## config.mk

```make
export PLATFORM = sky130hd
export DESIGN_NAME = outport_vc_allocator
export DESIGN_NICKNAME = d
export VERILOG_FILES = /design/src/rtl/outport_vc_allocator_pkg.sv /design/src/rtl/outport_vc_allocator_picker.sv /design/src/rtl/outport_vc_allocator.sv
export SDC_FILE = /design/constraint.sdc
export NUM_CORES = 1
export LEC_CHECK = 0
export CAP_MARGIN = 20
export CELL_PAD_IN_SITES_DETAIL_PLACEMENT = 1
export CELL_PAD_IN_SITES_GLOBAL_PLACEMENT = 1
export CORE_MARGIN = 8
export CORE_UTILIZATION = 39
export DETAILED_ROUTE_END_ITERATION = 6
export PLACE_DENSITY = 0.87
export SLEW_MARGIN = 10
export SYNTH_ARGS = -nofsm -noshare
export SYNTH_HDL_FRONTEND = slang
export SYNTH_SLANG_ARGS = --single-unit
```

## constraint.sdc

```tcl
create_clock -name clk -period 10.73 [get_ports clk]
set_clock_uncertainty 0.15 [all_clocks]
set_input_delay 2.146 -clock clk [delete_from_list [all_inputs] [get_ports clk]]
set_output_delay 2.146 -clock clk [all_outputs]
set_load 0.01 [all_outputs]
```

## src/rtl/outport_vc_allocator_pkg.sv

```systemverilog
// rtl/outport_vc_allocator_pkg.sv - shared router constants for the outport VC allocator
package outport_vc_allocator_pkg;

  // Per-output-VC allocation state
  localparam logic VC_FREE  = 1'b0;
  localparam logic VC_ALLOC = 1'b1;

  // A credit counter of width w must be able to hold the value buf_size
  function automatic bit credit_width_ok(input int buf_size, input int w);
    return (buf_size < (1 << w));
  endfunction

endpackage

```

## src/rtl/outport_vc_allocator_picker.sv

```systemverilog
// rtl/outport_vc_allocator_picker.sv - rotating-priority first-one picker
// Ports:
//   req     : request vector
//   ptr     : index that has highest priority this cycle
//   onehot  : one-hot winner (0 when no request)
//   idx     : winner index (0 when no request)
//   any     : at least one request present
module rr_priority_picker #(
  parameter int no_vc                   = 13,
  parameter int floorplusone_log2_no_vc = 4
) (
  input  logic [no_vc-1:0]                   req,
  input  logic [floorplusone_log2_no_vc-1:0] ptr,
  output logic [no_vc-1:0]                   onehot,
  output logic [floorplusone_log2_no_vc-1:0] idx,
  output logic                               any
);

  always_comb begin
    int j;
    j      = 0;
    onehot = '0;
    idx    = '0;
    any    = 1'b0;
    // Scan ptr, ptr+1, ... wrapping at no_vc; first hit wins
    for (int k = 0; k < no_vc; k++) begin
      j = (int'(ptr) + k) % no_vc;
      if (!any && req[j]) begin
        any       = 1'b1;
        onehot[j] = 1'b1;
        idx       = floorplusone_log2_no_vc'(j);
      end
    end
  end

endmodule

```

## src/rtl/outport_vc_allocator.sv

```systemverilog
// rtl/outport_vc_allocator.sv - per-outport wormhole output-VC allocator with credit tracking
// Ports:
//   clk, rs                  : clock, asynchronous active-low reset
//   req_vec / req_allowed    : input-VC requests and per-input allowed output-VC masks
//   tail_vec                 : per-input tail flit strobe, releases the held output VC
//   flit_sent / flit_vc      : consume one credit of an output VC
//   credit_in / credit_vc    : return one credit of an output VC
//   grant_valid/vec/outvc    : registered one-cycle grant (zeroed when idle)
//   outvc_busy, credit_avail : per-output-VC allocated flag and credit-nonzero flag
module outport_vc_allocator
  import outport_vc_allocator_pkg::*;
#(
  parameter int no_vc                      = 13,
  parameter int floorplusone_log2_no_vc    = 4,
  parameter int buf_size                   = 4,
  parameter int floorplusone_log2_buf_size = 4
) (
  input  logic                               clk,
  input  logic                               rs,
  input  logic [no_vc-1:0]                   req_vec,
  input  logic [no_vc*no_vc-1:0]             req_allowed,
  input  logic [no_vc-1:0]                   tail_vec,
  input  logic                               flit_sent,
  input  logic [floorplusone_log2_no_vc-1:0] flit_vc,
  input  logic                               credit_in,
  input  logic [floorplusone_log2_no_vc-1:0] credit_vc,
  output logic                               grant_valid,
  output logic [no_vc-1:0]                   grant_vec,
  output logic [floorplusone_log2_no_vc-1:0] grant_outvc,
  output logic [no_vc-1:0]                   outvc_busy,
  output logic [no_vc-1:0]                   credit_avail
);

  localparam int W  = floorplusone_log2_no_vc;
  localparam int CW = floorplusone_log2_buf_size;

  logic [CW-1:0]    credits [no_vc];
  logic [no_vc-1:0] held_valid;
  logic [W-1:0]     held_vc [no_vc];
  logic [W-1:0]     rr_ptr;

  logic [no_vc-1:0] grantable;
  logic [no_vc-1:0] cand_vec;
  logic [no_vc-1:0] pick_onehot;
  logic [W-1:0]     pick_idx;
  logic             pick_any;
  logic [no_vc-1:0] win_mask;
  logic [W-1:0]     win_vc;
  logic             win_found;
  logic             credit_ovf;
  logic             credit_udf;

  always_comb begin
    credit_avail = '0;
    for (int v = 0; v < no_vc; v++) credit_avail[v] = (credits[v] != '0);
  end

  // All terms come from pre-edge state, so a VC released this cycle is not grantable yet
  assign grantable = ~outvc_busy & credit_avail;

  always_comb begin
    cand_vec = '0;
    for (int i = 0; i < no_vc; i++)
      cand_vec[i] = req_vec[i] & ~held_valid[i] & (|(req_allowed[i*no_vc +: no_vc] & grantable));
  end

  rr_priority_picker #(
    .no_vc                   (no_vc),
    .floorplusone_log2_no_vc (W)
  ) u_picker (
    .req    (cand_vec),
    .ptr    (rr_ptr),
    .onehot (pick_onehot),
    .idx    (pick_idx),
    .any    (pick_any)
  );

  // Lowest grantable output VC in the winning input's allowed mask
  always_comb begin
    win_mask  = '0;
    for (int i = 0; i < no_vc; i++)
      if (pick_onehot[i]) win_mask = req_allowed[i*no_vc +: no_vc] & grantable;
    win_vc    = '0;
    win_found = 1'b0;
    for (int v = 0; v < no_vc; v++) begin
      if (!win_found && win_mask[v]) begin
        win_found = 1'b1;
        win_vc    = W'(v);
      end
    end
  end

  always_ff @(posedge clk or negedge rs) begin
    if (!rs) begin
      grant_valid <= 1'b0;
      grant_vec   <= '0;
      grant_outvc <= '0;
      outvc_busy  <= {no_vc{VC_FREE}};
      held_valid  <= '0;
      rr_ptr      <= '0;
      for (int i = 0; i < no_vc; i++) held_vc[i] <= '0;
    end else begin
      // Release on tail; a tail from an input holding nothing is ignored
      for (int i = 0; i < no_vc; i++) begin
        if (tail_vec[i] && held_valid[i]) begin
          held_valid[i]          <= 1'b0;
          outvc_busy[held_vc[i]] <= VC_FREE;
        end
      end
      // A releasing input is held, hence never the winner; the two writes never collide
      if (pick_any) begin
        grant_valid          <= 1'b1;
        grant_vec            <= pick_onehot;
        grant_outvc          <= win_vc;
        outvc_busy[win_vc]   <= VC_ALLOC;
        held_valid[pick_idx] <= 1'b1;
        held_vc[pick_idx]    <= win_vc;
        rr_ptr               <= (pick_idx == W'(no_vc - 1)) ? '0 : pick_idx + 1'b1;
      end else begin
        grant_valid <= 1'b0;
        grant_vec   <= '0;
        grant_outvc <= '0;
      end
    end
  end

  // Out-of-range VC numbers never match any v, so they drop out naturally
  always_ff @(posedge clk or negedge rs) begin
    if (!rs) begin
      for (int v = 0; v < no_vc; v++) credits[v] <= CW'(buf_size);
    end else begin
      for (int v = 0; v < no_vc; v++) begin
        if (credit_in && credit_vc == W'(v) && !(flit_sent && flit_vc == W'(v))) begin
          if (credits[v] != CW'(buf_size)) credits[v] <= credits[v] + 1'b1;
        end else if (flit_sent && flit_vc == W'(v) && !(credit_in && credit_vc == W'(v))) begin
          if (credits[v] != '0) credits[v] <= credits[v] - 1'b1;
        end
      end
    end
  end

  always_comb begin
    credit_ovf = 1'b0;
    credit_udf = 1'b0;
    for (int v = 0; v < no_vc; v++) begin
      if (credit_in && credit_vc == W'(v) && !(flit_sent && flit_vc == W'(v)) &&
          credits[v] == CW'(buf_size))
        credit_ovf = 1'b1;
      if (flit_sent && flit_vc == W'(v) && !(credit_in && credit_vc == W'(v)) &&
          credits[v] == '0)
        credit_udf = 1'b1;
    end
  end

  always @(posedge clk) begin
    if (rs) begin
      assert (!credit_ovf) else $warning("credit returned to a VC already at buf_size");
      assert (!credit_udf) else $warning("flit sent on a VC with zero credit");
    end
  end

endmodule
```

After elaboration in Yosys (flattened, before gate mapping)
Index checks and enable logic that the tools add are counted.
Widths: inputs -> output; s select.
{"block": "word_totals", "register_bits": 152, "latch_bits": 0, "ram_bits": 0, "rom_bits": 0, "in_bits": 207, "output_inout_bits": 44, "word_cells": 781, "mem_count": 0}
{"block": "op_classes", "n_addsub": 39, "multipliers": 0, "div": 13, "magnitude_cmp": 58, "eq_ne": 51, "shifts": 0, "mux": 258, "bitwise": 95, "reduce_logical": 235}
{"operator": "$mux 13", "count": 42}
{"operator": "$ge 32x1->1 const B", "count": 13}
{"operator": "$lt 32x6->1 const B", "count": 13}
{"operator": "$mod 32x5->32 const B", "count": 12}
{"operator": "$and 13x13->13", "count": 27}
{"operator": "$mux 4", "count": 79}
{"operator": "$not 13->13", "count": 14}
{"operator": "$or 13x13->13", "count": 14}
{"operator": "$reduce_or 13->1", "count": 13}
{"operator": "$logic_and 1x1->1", "count": 118}
{"operator": "$demux 1 s4", "count": 28}
{"operator": "$mux 1", "count": 94}
{"operator": "$lt 4x5->1 const B", "count": 15}
{"operator": "$ge 4x1->1 const B", "count": 15}
{"operator": "$add 4x1->4 const B", "count": 14}
{"operator": "$bmux 1 s4", "count": 13}
{"operator": "$bwmux 52", "count": 1}
{"operator": "$ne 4x3->1 const B", "count": 13}
{"operator": "$reduce_bool 2->1", "count": 26}
{"operator": "$reduce_bool 4->1", "count": 13}
{"operator": "$sub 4x1->4 const B", "count": 13}
{"operator": "$logic_not 1->1", "count": 50}
{"operator": "$eq 4x4->1 const B", "count": 11}
{"operator": "$reduce_and 3->1", "count": 13}
{"operator": "other kinds (16)", "count": 85}

Longest topological paths before layout
{"block": "depth", "word_depth": 101, "ltp_mapped": 44, "depth_no_buf": 31}

Hierarchy
Synthesis repeated with hierarchy kept, for this count alone.
{"block": "unflattened", "hier_cells": 3166, "area_unflattened_um2": 23891.7}
{"module": "outport_vc_allocator", "n_inst": 1, "cells_each": 1469, "area_each_um2": 12314.3, "seq_area_each_um2": 3819.9}
{"module": "rr_priority_picker", "n_inst": 1, "cells_each": 1697, "area_each_um2": 11577.4, "seq_area_each_um2": 0.0}

Worst setup path after synthesis
Ideal clock, no wire load.
{"block": "synth_timing", "path_kind": "flip-flop to flip-flop", "startpoint": "reg rr_ptr[0]", "endpoint": "reg held_vc[37] in the netlist's numbering", "setup_time_ns": 0.125, "arrival_ns": 10.196, "required_time_ns": 10.455, "path_slack_ns": 0.259, "path_stages_with_launch": 43, "n_path_buf": 13, "period_less_slack_ns": 10.471, "cell_sequence": "dfrtp_1 buf_2 clkinv_1 clkbuf_1 clkbuf_1 buf_1 clkbuf_1 ha_1 clkbuf_1 buf_1 clkinv_1 ha_1 nor3b_2 o21a_1 nor2_1 inv_1 ha_1 nand2b_1 [7 not listed] o211ai_1 buf_2 or3_1 clkbuf_1 or4_1 o2111ai_1 or3_1 buf_4 buf_4 a21boi_0 nor4b_1 a32oi_1 nor4b_2 nor4_1 a221oi_1 o32ai_2 buf_4 mux2_2"}
{"block": "synth_between", "elab_chain_cells": 92, "word_cells_on_any_way": 271, "classes_between": "add/sub: 12; div: 13; order compare: 28; mux: 143; bitwise: 13; reduce/logical: 62"}
{"element": "from (decl)", "line": "outport_vc_allocator.sv:40", "rtl": "logic [W-1:0] rr_ptr;"}
{"element": "from (signal assigned)", "line": "outport_vc_allocator.sv:118", "rtl": "rr_ptr <= (pick_idx == W'(no_vc - 1)) ? '0 : pick_idx + 1'b1;"}
{"element": "parallel branches: the longest is 92 deep, another holds $mod 32x5->32"}
{"element": "to (signal, indexed assignment)", "line": "outport_vc_allocator.sv:117", "rtl": "held_vc[pick_idx] <= win_vc;"}
{"element": "to (decl)", "line": "outport_vc_allocator.sv:39", "rtl": "logic [W-1:0] held_vc [no_vc];"}
Parallel ways; which one is timed is not known. The select of a mux whose other input is x is not followed.
A chain may end at the register's enable or synchronous reset.

Final worst setup path
{"block": "layout_timing", "startpoint": "reg rr_ptr[2]", "endpoint": "reg held_vc[37] in the netlist's numbering"}
The elaborated chain is that of the path after synthesis.

==> results by group <==
Route
  • Vias/cell: ~7.1
  • Pre-Repair DR Iteration Count: 7
  • Drt wl/cell: around 32 µm
  • Via count: approximately 29k
  • Initial DRC Count: 3833
  • # DRC: 0
  • WL final: ~130 mm
  • Post-route ant nets: 0

Floorplan
  • Die height: between 200 and 300 µm
  • Core ar.: ~59000 µm²
  • Die width: roughly 260 µm
  • Ports: around 250
  • Area of the die: 66800 µm²
  • Std cell rows: 89
  • Initial Utilization: 39.1%

GRT
  • Pin count of the biggest net entering global routing: 83
  • First-pass GRT wire length: about 190 mm
  • Global-route usage over all layers: a little under two fifths
  • Initial antenna violation count: 6
  • Vias in the first global route: 29.3k
  • Grt ovf: 0

Critical path
  • Worst-path maximum fanout: 15
  • CP delay by family, top: simple AND/OR/NAND/NOR gates
  • Reg2Reg Depth: 29
  • CP required: around 11000 ps
  • WP buf/inv: 5
  • Critical Path End Type: register
  • WP depth: 29
  • Slowest cell delay on critical path: 790 ps
  • Crit start category: register
  • Critical path class: reg2reg
  • Slowest stage cell, crit path: dfrtp_1
  • CP arrival: ~11000 ps

Clocking
  • Post-CTS Resized: 0
  • CTS clock-pin slew for the worst setup and hold paths: 70 ps
  • CTS sink cnt: roughly 150
  • Worst-skew pair later-pin latency: 480 ps
  • Cts bufs inserted: 17
  • CTS max path bufs: 2
  • H-tree levels: 4
  • CTS tree: done
  • CTS root buffer: clkbuf_16
  • Hold bufs inserted after CTS: 0
  • Total setup buffers inserted after CTS: 0

Timing
  • Final WS setup: around 360 ps
  • Final Hold Slack: approximately 360 ps
  • Tmin final: approximately 10000 ps
  • Hold Vio Cnt, Final: 0
  • Fmax: around 96 MHz
  • Final Cycle Share: approximately 97%
  • Slew headroom: about 16%
  • Final setup violation count: 0
  • Max-slew violation count: 0
  • RSZ-0062 raised after global routing: no
  • Worst Tran Pin Value: between 1000 and 1500 ps
  • Setup TNS: 0 ps

Logic synthesis
  • Syn nets: about 3.4k
  • Largest cells by area after synthesis: dfrtp_1 15%, ha_1 5.2%, nand2_1 4.4%
  • Number of synthesized register bits: around 150
  • Post-synth EDFFs: 0
  • Synth warnings: 0
  • Post-synth top area share: 15.2%
  • Post-synth cell types: approximately 110
  • Sequential-to-total area share from yosys stat: between 15 and 20%
  • Most common cell in the synthesized netlist: nand2_1
  • Synth top cells by count: 269 x nand2_1, 228 x nor2_1, 142 x inv_1, 139 x a21oi_1, 139 x dfrtp_1
  • Synthesized cell area: approximately 23000 µm²
  • Mapped Cells: ~3.0k
  • FFs w/ async S/R, synth: 100%
  • Top FF cell, synth: dfrtp_1
  • Post-synth top area cell: dfrtp_1
  • Avg Inst Size Synth: ~7.5 µm²

Final layout
  • Post-layout util: 46.8%
  • Ratio of cells with drive above 1 in the final layout: ~11%
  • Fill cells: roughly 7.3k
  • Area growth syn-to-layout: 19.6%
  • Nets@finish: 3601

Placement
  • Global placement routability congestion: 1.12
  • PortBufs: 250
  • Pre-CTS WS: ~400 ps
  • DP Wirelength: between 100 and 150 mm

Min path
  • Hold Crit Depth: 2
  • Hold WC Path Type: reg2reg

Flow run
  • Max-Cap Viols: 0

Status
  • Outcome: finished, final reports clean
logic make-up (layout without fill, tap and decap cells):
group	after synthesis	count (layout)	synth area share, %
AND/OR/NAND/NOR	1265	1265	29.7
AO/OA/AOI/OAI	954	954	30.6
buffers and inverters	319	568	5.68
flip-flops	152	152	16.7
multiplexers	139	139	6.70
XOR/XNOR	111	111	4.32
adder cells (fa/ha/maj)	109	109	6.37
other	0	5	0
metrics by stage:
step	area, µm²	instances
final	27400	4076
after global routing	27400	4072
after CTS	27400	4071
after detailed placement	26800	4039
after global placement	26800	4038
after floorplan	22900	3049
flip-flops by register name (all words and copies together) (netlist names):
name         cells
credits         52
held_vc         52
grant_vec       13
held_valid      13
outvc_busy      13
grant_outvc      4
rr_ptr           4
grant_valid      1
cells in the final DEF (no fill, tap or decap), types with 39 or more instances in the layout:
master           Yosys  routed
nand2_1            269     269
clkdlybuf4s50_1      0     249
nor2_1             228     227
inv_1              142     142
a21oi_1            139     139
dfrtp_1            139     138
o21ai_0            135     135
buf_4                9     134
nor3_1             133     132
nand3_1            103     103
nand2b_1           100     100
ha_1                96      96
mux2_2              85      85
xnor2_1             73      73
nand4_1             67      67
o32ai_1             58      58
a22oi_1             51      51
nor3b_1             50      50
mux2i_1             51      50
nor4_1              50      48
or3_1               47      47
a211oi_1            44      44
o211ai_1            43      43
a31oi_1             43      41
o22ai_1             39      39
path summary, 6_finish.rpt:
| path | endpoint | slack [ps] | start |
|---|---|---|---|
| max in group asynchronous | rr_ptr[0] | 7210 | rs |
| min | credits[22] | 360 | credits[22] |
| min reg2reg | credits[22] | 360 | credits[22] |
| max reg2reg | held_vc[37] | 360 | rr_ptr[2] |
| max | held_vc[37] | 360 | rr_ptr[2] |
| min in group asynchronous | grant_vec[10] | 1560 | rs |
cell type report:
class / instances / area (µm²) / area share, %
antenna: 5 / 12.5 / 0.0456
clock buffer: 18 / 439 / 1.60
clock inverter: 14 / 163 / 0.593
inverter: 148 / 558 / 2.04
multi-input combinational: 2578 / 17900 / 65.2
sequential: 152 / 3820 / 13.9
tap: 773 / 967 / 3.53
timing repair buffer: 388 / 3570 / 13.0
routing by layer:
metal	GRT usage, %	vias up	wire [µm]
li1	-	12200	-
met2	59.3	1950	58000
met3	9.17	634	13100
met1	44.7	14100	49100
met4	26.7	0	11200
met5	0	-	0
worst reg2reg max path: cells and delay by family (launching register included):
family / cells / cell delay [ps]
simple gates: 10 / 3490
compound gates: 10 / 3010
buf+inv: 5 / 1330
flops: 1 / 790
fa+ha+maj: 2 / 720
xor+xnor: 1 / 660
mux: 1 / 160
Power is not shown: default switching activity piles up to over one toggle a cycle in this logic, so the estimate is an artifact.
